File: src/rtl/mips_pkg.sv
`default_nettype none
// ============================================================================
// Package     : mips_pkg
// Description : Shared definitions for the data-memory arbiter: arbitration
//               state encoding, response owner id, memory map limit and the
//               default fairness / burst limits.
// Revision    : 1.0 - initial release
// ============================================================================
package mips_pkg;

  // Arbitration mode. S_NORM uses CPU-first priority with a starvation
  // escape for the DMA port. S_BURST keeps the DMA port granted while it
  // holds its lock, up to the burst cap.
  typedef enum logic [0:0] {
    S_NORM  = 1'b0,
    S_BURST = 1'b1
  } arb_state_e;

  // Which requester a registered response belongs to.
  typedef enum logic [0:0] {
    OWN_CPU = 1'b0,
    OWN_DMA = 1'b1
  } owner_e;

  // Highest byte address backed by the 12 KB data memory.
  localparam logic [31:0] c_DM_TOP = 32'h0000_2FFF;

  // Default consecutive denied DMA cycles before DMA is forced a slot.
  localparam int unsigned c_STARVE_MAX_DEF = 8;

  // Default maximum consecutive locked DMA grants.
  localparam int unsigned c_MAX_BURST_DEF = 16;

  // True when a byte address falls inside the mapped data memory.
  function automatic logic addr_in_range(input logic [31:0] addr,
                                         input logic [31:0] top);
    return (addr <= top);
  endfunction

endpackage : mips_pkg
`default_nettype wire

File: src/rtl/arb_resp.sv
`default_nettype none
// ============================================================================
// Module      : arb_resp
// Description : Registered response stage of the data-memory arbiter. Records
//               who was granted in cycle N and whether the access was an
//               in-range read or an out-of-range access, then issues the
//               matching rvalid / err pulse in cycle N+1. Read data comes
//               straight from the memory in the response cycle and is also
//               captured so rdata holds the last returned word afterwards.
// Revision    : 1.0 - initial release
//
// Ports
//   clk           in   1   system clock
//   rst           in   1   synchronous active-high reset
//   i_valid       in   1   an access was granted this cycle
//   i_owner_dma   in   1   granted requester is DMA (1) or CPU (0)
//   i_read        in   1   granted access is a read
//   i_err         in   1   granted access is outside the mapped range
//   i_mem_dout    in  32   memory read data (valid the cycle after address)
//   o_cpu_rvalid  out  1   CPU read data valid pulse
//   o_cpu_err     out  1   CPU out-of-range pulse
//   o_dma_rvalid  out  1   DMA read data valid pulse
//   o_dma_err     out  1   DMA out-of-range pulse
//   o_rdata       out 32   shared read data
// ============================================================================
module arb_resp
  import mips_pkg::*;
(
  input  logic        clk,
  input  logic        rst,
  input  logic        i_valid,
  input  logic        i_owner_dma,
  input  logic        i_read,
  input  logic        i_err,
  input  logic [31:0] i_mem_dout,
  output logic        o_cpu_rvalid,
  output logic        o_cpu_err,
  output logic        o_dma_rvalid,
  output logic        o_dma_err,
  output logic [31:0] o_rdata
);

  owner_e      r_owner;
  logic        r_rvalid;
  logic        r_err;
  logic [31:0] r_rdata;

  logic        w_rvalid;
  logic        w_err;

  // A pulse registered before a reset edge must not reach the requesters
  // while reset is asserted, so the flags are masked by rst as well.
  assign w_rvalid = r_rvalid & ~rst;
  assign w_err    = r_err & ~rst;

  always_ff @(posedge clk) begin
    if (rst) begin
      r_owner  <= OWN_CPU;
      r_rvalid <= 1'b0;
      r_err    <= 1'b0;
      r_rdata  <= 32'h0;
    end else begin
      r_owner  <= i_owner_dma ? OWN_DMA : OWN_CPU;
      r_rvalid <= i_valid & i_read & ~i_err;
      r_err    <= i_valid & i_err;
      if (w_rvalid) begin
        r_rdata <= i_mem_dout;
      end
    end
  end

  assign o_cpu_rvalid = w_rvalid & (r_owner == OWN_CPU);
  assign o_dma_rvalid = w_rvalid & (r_owner == OWN_DMA);
  assign o_cpu_err    = w_err & (r_owner == OWN_CPU);
  assign o_dma_err    = w_err & (r_owner == OWN_DMA);

  // The memory presents its word in the response cycle; outside that cycle
  // the last returned word is held.
  assign o_rdata = w_rvalid ? i_mem_dout : r_rdata;

endmodule : arb_resp
`default_nettype wire

File: src/rtl/dm_arbiter.sv
`default_nettype none
// ============================================================================
// Module      : dm_arbiter
// Description : Two-port arbiter sharing the 12 KB data memory between the
//               CPU datapath and a DMA/loader requester. Grant is decided
//               combinationally each cycle from the registered arbitration
//               state and the live requests; the winner drives the memory in
//               the same cycle and its response (rvalid or err) follows one
//               cycle later. The CPU sees a stall whenever it requests and
//               loses.
// Revision    : 1.0 - initial release
//
// Ports
//   clk           in   1   system clock
//   rst           in   1   synchronous active-high reset
//   i_cpu_req     in   1   CPU access request
//   i_cpu_we      in   1   CPU write (1) / read (0)
//   i_cpu_addr    in  32   CPU byte address
//   i_cpu_wdata   in  32   CPU write data
//   i_cpu_be      in   4   CPU byte enables
//   o_cpu_stall   out  1   CPU requesting but not granted this cycle
//   o_cpu_rvalid  out  1   CPU read data valid pulse
//   o_cpu_err     out  1   CPU out-of-range pulse
//   i_dma_req     in   1   DMA access request
//   i_dma_we      in   1   DMA write (1) / read (0)
//   i_dma_addr    in  32   DMA byte address
//   i_dma_wdata   in  32   DMA write data
//   i_dma_be      in   4   DMA byte enables
//   i_dma_lock    in   1   DMA asks to keep the grant for a burst
//   o_dma_gnt     out  1   DMA granted this cycle
//   o_dma_rvalid  out  1   DMA read data valid pulse
//   o_dma_err     out  1   DMA out-of-range pulse
//   o_rdata       out 32   shared read data, qualified by *_rvalid
//   o_mem_addr    out 12   word address to memory
//   o_mem_din     out 32   write data to memory
//   o_mem_be      out  4   byte enables to memory
//   o_mem_we      out  1   write strobe to memory
//   i_mem_dout    in  32   memory read data, valid the cycle after address
// ============================================================================
module dm_arbiter
  import mips_pkg::*;
#(
  parameter int unsigned STARVE_MAX = c_STARVE_MAX_DEF,
  parameter int unsigned MAX_BURST  = c_MAX_BURST_DEF,
  parameter logic [31:0] DM_TOP     = c_DM_TOP
) (
  input  logic        clk,
  input  logic        rst,
  input  logic        i_cpu_req,
  input  logic        i_cpu_we,
  input  logic [31:0] i_cpu_addr,
  input  logic [31:0] i_cpu_wdata,
  input  logic [3:0]  i_cpu_be,
  output logic        o_cpu_stall,
  output logic        o_cpu_rvalid,
  output logic        o_cpu_err,
  input  logic        i_dma_req,
  input  logic        i_dma_we,
  input  logic [31:0] i_dma_addr,
  input  logic [31:0] i_dma_wdata,
  input  logic [3:0]  i_dma_be,
  input  logic        i_dma_lock,
  output logic        o_dma_gnt,
  output logic        o_dma_rvalid,
  output logic        o_dma_err,
  output logic [31:0] o_rdata,
  output logic [11:0] o_mem_addr,
  output logic [31:0] o_mem_din,
  output logic [3:0]  o_mem_be,
  output logic        o_mem_we,
  input  logic [31:0] i_mem_dout
);

  localparam int unsigned c_SW = $clog2(STARVE_MAX + 1);
  localparam int unsigned c_BW = $clog2(MAX_BURST + 1);
  localparam logic [c_SW-1:0] c_STARVE_LIM = c_SW'(STARVE_MAX);
  localparam logic [c_BW-1:0] c_BURST_LIM  = c_BW'(MAX_BURST);
  localparam logic [c_BW-1:0] c_BURST_ONE  = c_BW'(1);

  // --------------------------------------------------------------------------
  // Arbitration state
  // --------------------------------------------------------------------------
  arb_state_e      r_state;
  arb_state_e      w_state_nxt;
  logic [c_SW-1:0] r_starve_cnt;
  logic [c_SW-1:0] w_starve_nxt;
  logic [c_BW-1:0] r_burst_cnt;
  logic [c_BW-1:0] w_burst_nxt;

  logic            w_burst_hold;
  logic            w_starved;
  logic            w_cpu_gnt;
  logic            w_dma_gnt;
  logic            w_any_gnt;

  always_ff @(posedge clk) begin
    if (rst) begin
      r_state      <= S_NORM;
      r_starve_cnt <= '0;
      r_burst_cnt  <= '0;
    end else begin
      r_state      <= w_state_nxt;
      r_starve_cnt <= w_starve_nxt;
      r_burst_cnt  <= w_burst_nxt;
    end
  end

  // --------------------------------------------------------------------------
  // Grant decision. A burst only holds while DMA keeps both req and lock;
  // dropping either falls back to normal priority in that same cycle.
  // No grant is given while reset is asserted so nothing is written.
  // --------------------------------------------------------------------------
  always_comb begin
    w_burst_hold = (r_state == S_BURST) && i_dma_req && i_dma_lock;
    w_starved    = (r_starve_cnt == c_STARVE_LIM);
    w_dma_gnt    = 1'b0;
    w_cpu_gnt    = 1'b0;
    if (!rst) begin
      if (w_burst_hold) begin
        w_dma_gnt = 1'b1;
      end else if (i_dma_req && (w_starved || !i_cpu_req)) begin
        w_dma_gnt = 1'b1;
      end else begin
        w_cpu_gnt = i_cpu_req;
      end
    end
  end

  assign w_any_gnt = w_cpu_gnt | w_dma_gnt;

  // --------------------------------------------------------------------------
  // Next state and counters
  // --------------------------------------------------------------------------
  always_comb begin
    w_state_nxt  = S_NORM;
    w_burst_nxt  = '0;
    w_starve_nxt = r_starve_cnt;

    case (r_state)
      S_NORM: begin
        // Entering a burst counts the entry grant as beat one; a cap of one
        // beat therefore never leaves normal mode.
        if (w_dma_gnt && i_dma_lock && (c_BURST_LIM != c_BURST_ONE)) begin
          w_state_nxt = S_BURST;
          w_burst_nxt = c_BURST_ONE;
        end
      end
      S_BURST: begin
        if (w_burst_hold) begin
          // Leaving at the cap guarantees the following cycle is decided
          // with CPU priority even though lock is still asserted.
          if ((r_burst_cnt + c_BURST_ONE) != c_BURST_LIM) begin
            w_state_nxt = S_BURST;
            w_burst_nxt = r_burst_cnt + c_BURST_ONE;
          end
        end else if (w_dma_gnt && i_dma_lock &&
                     (c_BURST_LIM != c_BURST_ONE)) begin
          w_state_nxt = S_BURST;
          w_burst_nxt = c_BURST_ONE;
        end
      end
      default: begin
        w_state_nxt = S_NORM;
      end
    endcase

    if (w_dma_gnt || !i_dma_req) begin
      w_starve_nxt = '0;
    end else if (!w_starved) begin
      w_starve_nxt = r_starve_cnt + c_SW'(1);
    end
  end

  // --------------------------------------------------------------------------
  // Memory drive. With no grant the CPU fields are presented and the write
  // strobe stays low.
  // --------------------------------------------------------------------------
  logic [31:0] w_sel_addr;
  logic [31:0] w_sel_wdata;
  logic [3:0]  w_sel_be;
  logic        w_sel_we;
  logic        w_in_range;

  assign w_sel_addr  = w_dma_gnt ? i_dma_addr  : i_cpu_addr;
  assign w_sel_wdata = w_dma_gnt ? i_dma_wdata : i_cpu_wdata;
  assign w_sel_be    = w_dma_gnt ? i_dma_be    : i_cpu_be;
  assign w_sel_we    = w_dma_gnt ? i_dma_we    : i_cpu_we;
  assign w_in_range  = addr_in_range(w_sel_addr, DM_TOP);

  assign o_mem_addr = w_sel_addr[13:2];
  assign o_mem_din  = w_sel_wdata;
  assign o_mem_be   = w_sel_be;
  assign o_mem_we   = w_any_gnt & w_sel_we & w_in_range;

  assign o_dma_gnt   = w_dma_gnt;
  assign o_cpu_stall = i_cpu_req & ~w_cpu_gnt & ~rst;

  // --------------------------------------------------------------------------
  // Response stage
  // --------------------------------------------------------------------------
  arb_resp u_resp (
    .clk          (clk),
    .rst          (rst),
    .i_valid      (w_any_gnt),
    .i_owner_dma  (w_dma_gnt),
    .i_read       (~w_sel_we),
    .i_err        (~w_in_range),
    .i_mem_dout   (i_mem_dout),
    .o_cpu_rvalid (o_cpu_rvalid),
    .o_cpu_err    (o_cpu_err),
    .o_dma_rvalid (o_dma_rvalid),
    .o_dma_err    (o_dma_err),
    .o_rdata      (o_rdata)
  );

endmodule : dm_arbiter
`default_nettype wire

File: config.mk
export PLATFORM = sky130hd
export DESIGN_NAME = dm_arbiter
export DESIGN_NICKNAME = d
export VERILOG_FILES = /design/src/rtl/mips_pkg.sv /design/src/rtl/arb_resp.sv /design/src/rtl/dm_arbiter.sv
export SDC_FILE = /design/constraint.sdc
export NUM_CORES = 1
export LEC_CHECK = 0
export CAP_MARGIN = 20
export CORE_MARGIN = 3
export CORE_UTILIZATION = 23
export CTS_BUF_LIST = sky130_fd_sc_hd__clkbuf_4 sky130_fd_sc_hd__clkbuf_8
export CTS_CLUSTER_SIZE = 30
export DETAILED_ROUTE_END_ITERATION = 12
export GPL_TIMING_DRIVEN = 0
export HOLD_SLACK_MARGIN = 0.02
export PLACE_DENSITY = 0.62
export SLEW_MARGIN = 40
export SYNTH_ARGS = -nofsm -noshare
export SYNTH_HDL_FRONTEND = slang
export SYNTH_SLANG_ARGS = --single-unit
File: constraint.sdc
create_clock -name clk -period 3.1 [get_ports clk]
set_clock_uncertainty 0.2 [all_clocks]
set_input_delay 0.31 -clock clk [delete_from_list [all_inputs] [get_ports clk]]
set_output_delay 0.31 -clock clk [all_outputs]
set_load 0.01 [all_outputs]
==> results.md, run 1 <==
### Cells and area
• **filler-free cell count of the finished design** 657
• **proportion of layout cells with a drive suffix above 1** 20.8%
• **antenna diode count** 0
• **net count of the finished layout** 692
• **area growth from synthesis to layout** 103%
• **number of inserted filler cells in the final layout** 1105

### Clock tree
• **number of buffers inserted for hold repair after clock tree synthesis** 0
• **number of buffers added by the clock tree synthesis step** 5
• **Clock Sink Count** 45
• **CTS H-tree depth** 2
• **TritonCTS clock tree** built
• **clock buffer depth** 2
• **CTS clock-pin slew for the worst setup and hold paths** 80 ps
• **source-to-sink clock delay at the later pin of the worst-skew pair** 280 ps
• **Root Buffer** clkbuf_8

### Floorplan
• **chip width** 116 um
• **num rows** 39
• **die height** 116 um
• **I/O pin cnt** 262
• **placeable core region** 0.0116 mm^2
• **die area** 0.0134 mm^2
• **starting density of the core** 23.9%

### Logic synthesis
• **cell type with the highest aggregate area in the netlist** dfxtp_1
• **number of enable-type register cells in the synthesized netlist** 0
• **number of storage elements in the synthesis netlist** 45
• **leading cell types by total area after synthesis** dfxtp_1, mux2_2, mux2_4
• **area of the mapped netlist** 0.00276 mm^2
• **synthesized net count** 428
• **portion of synthesized cell area occupied by the leading cell type** 32.6%
• **most repeated cell in the gate-level netlist after synthesis** mux2_2
• **number of warnings issued by yosys** 0
• **Primary FF master, synth** dfxtp_1
• **post-synthesis cell type count** 37
• **sequential-to-total area share from yosys stat** 32.6%
• **post-synthesis average cell area** 11.1 um^2
• **Post-synth top cells** mux2_2, dfxtp_1, nor2b_1
• **post-synthesis instance total** 249
• **FFs w/ async S/R, synth** 0%

### Critical path
• **worst r2r dst** u_resp.r_rvalid
• **most frequent cell on the critical path** buf_6
• **r2r worst-path depth** 9
• **kind of cell with the highest combined delay on the critical path** buffers and inverters
• **maximum fanout along the worst path** 10
• **library cell contributing the largest single delay on the critical path** clkdlybuf4s50_1
• **Buf+Inv Stages, Crit Path** 4
• **crit path DAT** 2430 ps
• **Crit Path Category** reg2out
• **critical path, cell by cell** inv_1 > ha_1 > nand3b_4 > a31oi_4 > buf_6 > buf_6 > mux2_2 > clkdlybuf4s50_1
• **CP Launch Point** r_starve_cnt[0]
• **Largest stage delay, worst path** 490 ps
• **startpoint class of the critical path** flop
• **required time at the endpoint of the critical path** 2590 ps
• **endpoint of the most critical setup path** o_mem_addr[8]
• **worst reg-to-reg setup slack** 1250 ps
• **number of stages on the worst setup path** 8
• **Worst setup EP type** output port
• **origin of the critical flop-to-flop path** r_starve_cnt[0]

### Timing
• **tightest hold margin** 301 ps
• **min setup slack post-route** 162 ps
• **unrepaired setup endpoints after global routing** false
• **final cycle utilization of the critical path** 94.8%
• **Relative slew margins** 71.3%
• **transition time at the pin with the least slew margin** 431 ps
• **min cycle time layout** 2940 ps
• **Final Max Tran Viols** 0
• **Fin Setup TNS** 0 ps
• **final-report hold violation count** 0
• **Achievable Freq** 340 MHz
• **setup violation total in the final timing report** 0

### Routing
• **wire length per cell** 15.3 um
• **Remaining DRCs** 0
• **routed vias** 2799
• **DRC violation total after the first TritonRoute iteration** 93
• **count of antenna-violating nets left after detailed routing** 0
• **number of detailed-route iterations in the first pass** 4
• **Total Routed Length** 10000 um
• **routed vias/inst** 4.26

### Placement
• **pre-CTS setup slack** 132 ps
• **Detailed Place HPWL** 8630 um
• **count of port buffers added during placement** 257
• **RePlAce Congestion** 0.842
• **placed cells** 649

### Min path
• **hold path startpoint** r_starve_cnt[0]
• **Cells on Worst Hold Path** 1
• **Hold/Removal Path Class** reg2reg

### Status
• **status** finished clean

### Global route
• **first-pass GRT wire length** 14900 um
• **All-Layer GR Usage** 14.0%
• **via count of the first global-routing pass** 2931
• **grt total ovfl** 0
• **maximum number of pins on one net before global-route repair** 14
• **initial antenna violation count** 0

### Power
• **power density relative to cell area** 251 mW/mm^2
• **Max VDD drop** 0.139 mV
• **reported leakage power** 0.00218 uW

### Flow run
• **number of maximum-capacitance constraint violations** 0

## layer usage
| metal | vias up | share of wire [%] | GRT usage, % |
|---|---|---|---|
| met4 | 0 | 1.1 | 3.05 |
| li1 | 1403 | - | - |
| met3 | 8 | 7.6 | 3.55 |
| met1 | 1266 | 38 | 15.8 |
| met5 | - | 0 | 0 |
| met2 | 122 | 53 | 26.4 |
## cells in the final DEF (no fill, tap or decap), drive strengths merged, types with 2 or more instances in the layout
master / Yosys / final
clkdlybuf4s50: 0 / 256
mux2: 80 / 80
dfxtp: 45 / 45
nor2b: 32 / 32
nor2: 12 / 12
buf: 11 / 11
clkbuf: 3 / 10
nand2: 8 / 8
nor4: 8 / 8
nand3: 6 / 6
inv: 5 / 5
nor3b: 4 / 4
a21oi: 4 / 4
ha: 4 / 4
nand2b: 3 / 3
xor2: 3 / 3
a31oi: 3 / 3
nor4b: 2 / 2
o21ai: 2 / 2
nand3b: 2 / 2
or4: 2 / 2
## stage by stage
stage / power [uW] / instance area (um^2) / utilization, %
floorplan: 713 / 2760 / -
global placement: 1040 / 5510 / 47.7
detailed placement: 1040 / 5510 / 47.7
CTS: 1440 / 5620 / 48.6
global route: 1490 / 5620 / 48.6
finish: 1410 / 5620 / 48.6
## worst register-to-register path, stage by stage (launching register included)
cell      delay (ps)
dfxtp_1          350
inv_1             60
ha_1             200
nand3b_4         110
a31oi_4          260
buf_6            190
buf_6            150
nor3b_1           50
a21oi_1          110
nor2_1            50
## logic make-up (layout without fill, tap and decap cells)
| family | count (synthesis) | after routing | synth area share, % |
|---|---|---|---|
| buffers and inverters | 19 | 284 | 5.03 |
| DFF | 45 | 45 | 32.6 |
| and+or+nand+nor | 83 | 83 | 18.9 |
| adders and majority gates | 4 | 4 | 1.81 |
| AOI/OAI and AO/OA | 14 | 14 | 3.94 |
| muxes | 80 | 80 | 36.4 |
| xor gates and xnor gates | 4 | 4 | 1.27 |
## area by class of cell
class	count	area (um^2)	share of cell area (%)
Buffer	14	120	2.14
Multi-Input combinational cell	185	1720	30.7
Inverter	5	18.8	0.334
Tap cell	143	179	3.18
Timing Repair Buffer	257	2570	45.8
Clock buffer	7	96.3	1.71
Sequential cell	45	901	16.0
Clock inverter	1	5.00	0.0891
## power by group
group	leakage [uW]	switching, uW	total (uW)	internal, uW
Sequential	0.000363	2.42	583	580
Combinational	0.00177	122	442	320
Clock	0.0000542	185	387	202
Total	0.00218	310	1410	1100
## registers in the layout, summed over array words and instances (netlist names)
name	cells
r_burst_cnt	5
r_starve_cnt	4
r_state	1
u_resp.r_err	1
u_resp.r_owner	1
u_resp.r_rdata	32
u_resp.r_rvalid	1
## worst min-delay path by stage
stage | end
global route | r_starve_cnt[0]
floorplan | u_resp.r_owner
finish | r_starve_cnt[0]
CTS | r_starve_cnt[2]
detailed placement | r_starve_cnt[2]
global placement | r_starve_cnt[0]
## timing repair
action,CTS,global route
endpoints found under the setup margin,0,1
buffers inserted,0,0
resized for setup,0,1
Note: power is estimated with default switching activity, not from simulation.
==> inputs of run 2 (changes only) <==
CORE_UTILIZATION = 28   (was 23)
PLACE_DENSITY = 0.77   (was 0.62)
SLEW_MARGIN = not set   (was 40)
clock period = 2.5 ns   (was 3.1 ns; I/O delays follow)
==> results.md, run 2 (synthesized netlist as in run 1, its figures left out) <==
### Timing
• **final cycle utilization of the critical path** 98.6%
• **Final Max Tran Viols** 0
• **min setup slack post-route** 34.4 ps
• **Fin Setup TNS** 0 ps
• **final-report hold violation count** 0
• **tightest hold margin** 326 ps
• **unrepaired setup endpoints after global routing** true
• **Relative slew margins** 69.3%
• **setup violation total in the final timing report** 0
• **min cycle time layout** 2470 ps
• **Achievable Freq** 406 MHz
• **transition time at the pin with the least slew margin** 460 ps

### Cells and area
• **final design instance area without fill** 0.00572 mm^2
• **max reg flops** 32
• **area growth from synthesis to layout** 107%
• **leading cell types in the layout, fill and taps excluded** clkdlybuf4s50_1, mux2_2, dfxtp_1
• **proportion of layout cells with a drive suffix above 1** 33.2%
• **Most flops, register** u_resp.r_rdata
• **net count of the finished layout** 708
• **number of inserted filler cells in the final layout** 821
• **antenna diode count** 0
• **most common library cell in the layout ignoring fill and taps** clkdlybuf4s50_1
• **Regs by FF count** u_resp.r_rdata: 32 flops, r_burst_cnt: 5 flops, r_starve_cnt: 4 flops

### Global route
• **first-pass GRT wire length** 16500 um
• **initial antenna violation count** 0
• **via count of the first global-routing pass** 3201
• **All-Layer GR Usage** 18.6%
• **grt total ovfl** 0
• **maximum number of pins on one net before global-route repair** 14

### Floorplan
• **starting density of the core** 29.3%
• **chip width** 105 um
• **I/O pin cnt** 262
• **die height** 105 um
• **die area** 0.0111 mm^2
• **placeable core region** 0.00942 mm^2
• **num rows** 35

### Routing
• **count of antenna-violating nets left after detailed routing** 0
• **number of detailed-route iterations in the first pass** 4
• **DRC violation total after the first TritonRoute iteration** 77
• **Remaining DRCs** 0
• **Total Routed Length** 11100 um
• **wire length per cell** 16.8 um
• **routed vias/inst** 4.43
• **routed vias** 2919

### Power
• **reported leakage power** 0.00258 uW
• **Max VDD drop** 0.206 mV
• **power density relative to cell area** 322 mW/mm^2
• **power after layout** 1840 uW

### Critical path
• **required time at the endpoint of the critical path** 2050 ps
• **startpoint class of the critical path** input pin
• **worst reg-to-reg setup slack** 480 ps
• **crit path DAT** 2020 ps
• **Worst setup EP type** output port
• **Crit Path Category** in2out
• **critical path, cell by cell** clkdlybuf4s50_1 > nand2b_2 > a31oi_4 > buf_12 > buf_8 > buf_6 > mux2_4 > buf_6
• **library cell contributing the largest single delay on the critical path** clkdlybuf4s50_1
• **CP Launch Point** rst
• **most frequent cell on the critical path** buf_6
• **origin of the critical flop-to-flop path** r_starve_cnt[0]
• **Largest stage delay, worst path** 440 ps
• **maximum fanout along the worst path** 9

### Placement
• **RePlAce Congestion** 0.875
• **pre-CTS setup slack** -387 ps
• **area post-placement** 0.00550 mm^2
• **Detailed Place HPWL** 8920 um
• **count of port buffers added during placement** 257

### Clock tree
• **number of buffers added by the clock tree synthesis step** 5
• **TritonCTS clock tree** built
• **clock buffer depth** 2
• **source-to-sink clock delay at the later pin of the worst-skew pair** 290 ps
• **Clock Sink Count** 45
• **CTS H-tree depth** 2
• **Root Buffer** clkbuf_8
• **CTS clock-pin slew for the worst setup and hold paths** 70 ps

### Flow run
• **number of maximum-capacitance constraint violations** 0

### Min path
• **hold path startpoint** r_starve_cnt[2]
• **Hold/Removal Path Class** reg2reg

### Status
• **status** finished clean

## run 2: report_power, final
part	internal (uW)	total (uW)	switching (uW)
registers	720	723	2.70
logic	381	552	171
clock network	337	566	230
total	1440	1840	403
## run 2: layout make-up
cell class | count | area, um^2 | share of cell area (%)
flip-flops and latches | 45 | 903 | 15.8
repair buffers | 274 | 2590 | 45.4
well taps | 129 | 161 | 2.82
plain buffers | 13 | 153 | 2.67
multi-input cells | 185 | 1770 | 30.9
clock buffers | 7 | 90.1 | 1.58
inverters | 5 | 18.8 | 0.328
clock inverters | 1 | 30.0 | 0.525
## run 2: path summary, 6_finish.rpt
check	end	cells past startpoint
max	o_mem_addr[9]	8
min	r_starve_cnt[2]	2
max reg2reg	u_resp.r_rvalid	11
min reg2reg	r_starve_cnt[2]	2
## run 2: per-stage QoR
stage | utilization, % | instances
floorplan | - | 249
finish | 60.7 | 659
global route | 60.7 | 659
global placement | 58.4 | 635
detailed placement | 58.4 | 635
CTS | 60.9 | 652
## run 2: repair_timing
item                       in CTS  in global routing
pin swaps                       3                  4
setup endpoints to repair      79                 51
hold buffers                    0                  0
gates cloned                    4                  2
setup buffers                   6                  5
gates resized for setup       177                 55
## run 2: worst max-delay path, delay by kind of cell
family / cells / cell delay, ps
muxes: 1 / 300
AOI/OAI and AO/OA: 1 / 210
and+or+nand+nor: 1 / 250
buffers and inverters: 5 / 1000
## run 2: layer usage
metal	share of wire [%]	track usage (%)	vias to the layer above
met1	36	19.2	1337
met2	53	34.8	126
met5	0	0	-
met3	9.1	7.78	12
met4	1.7	4.12	0
li1	-	-	1444
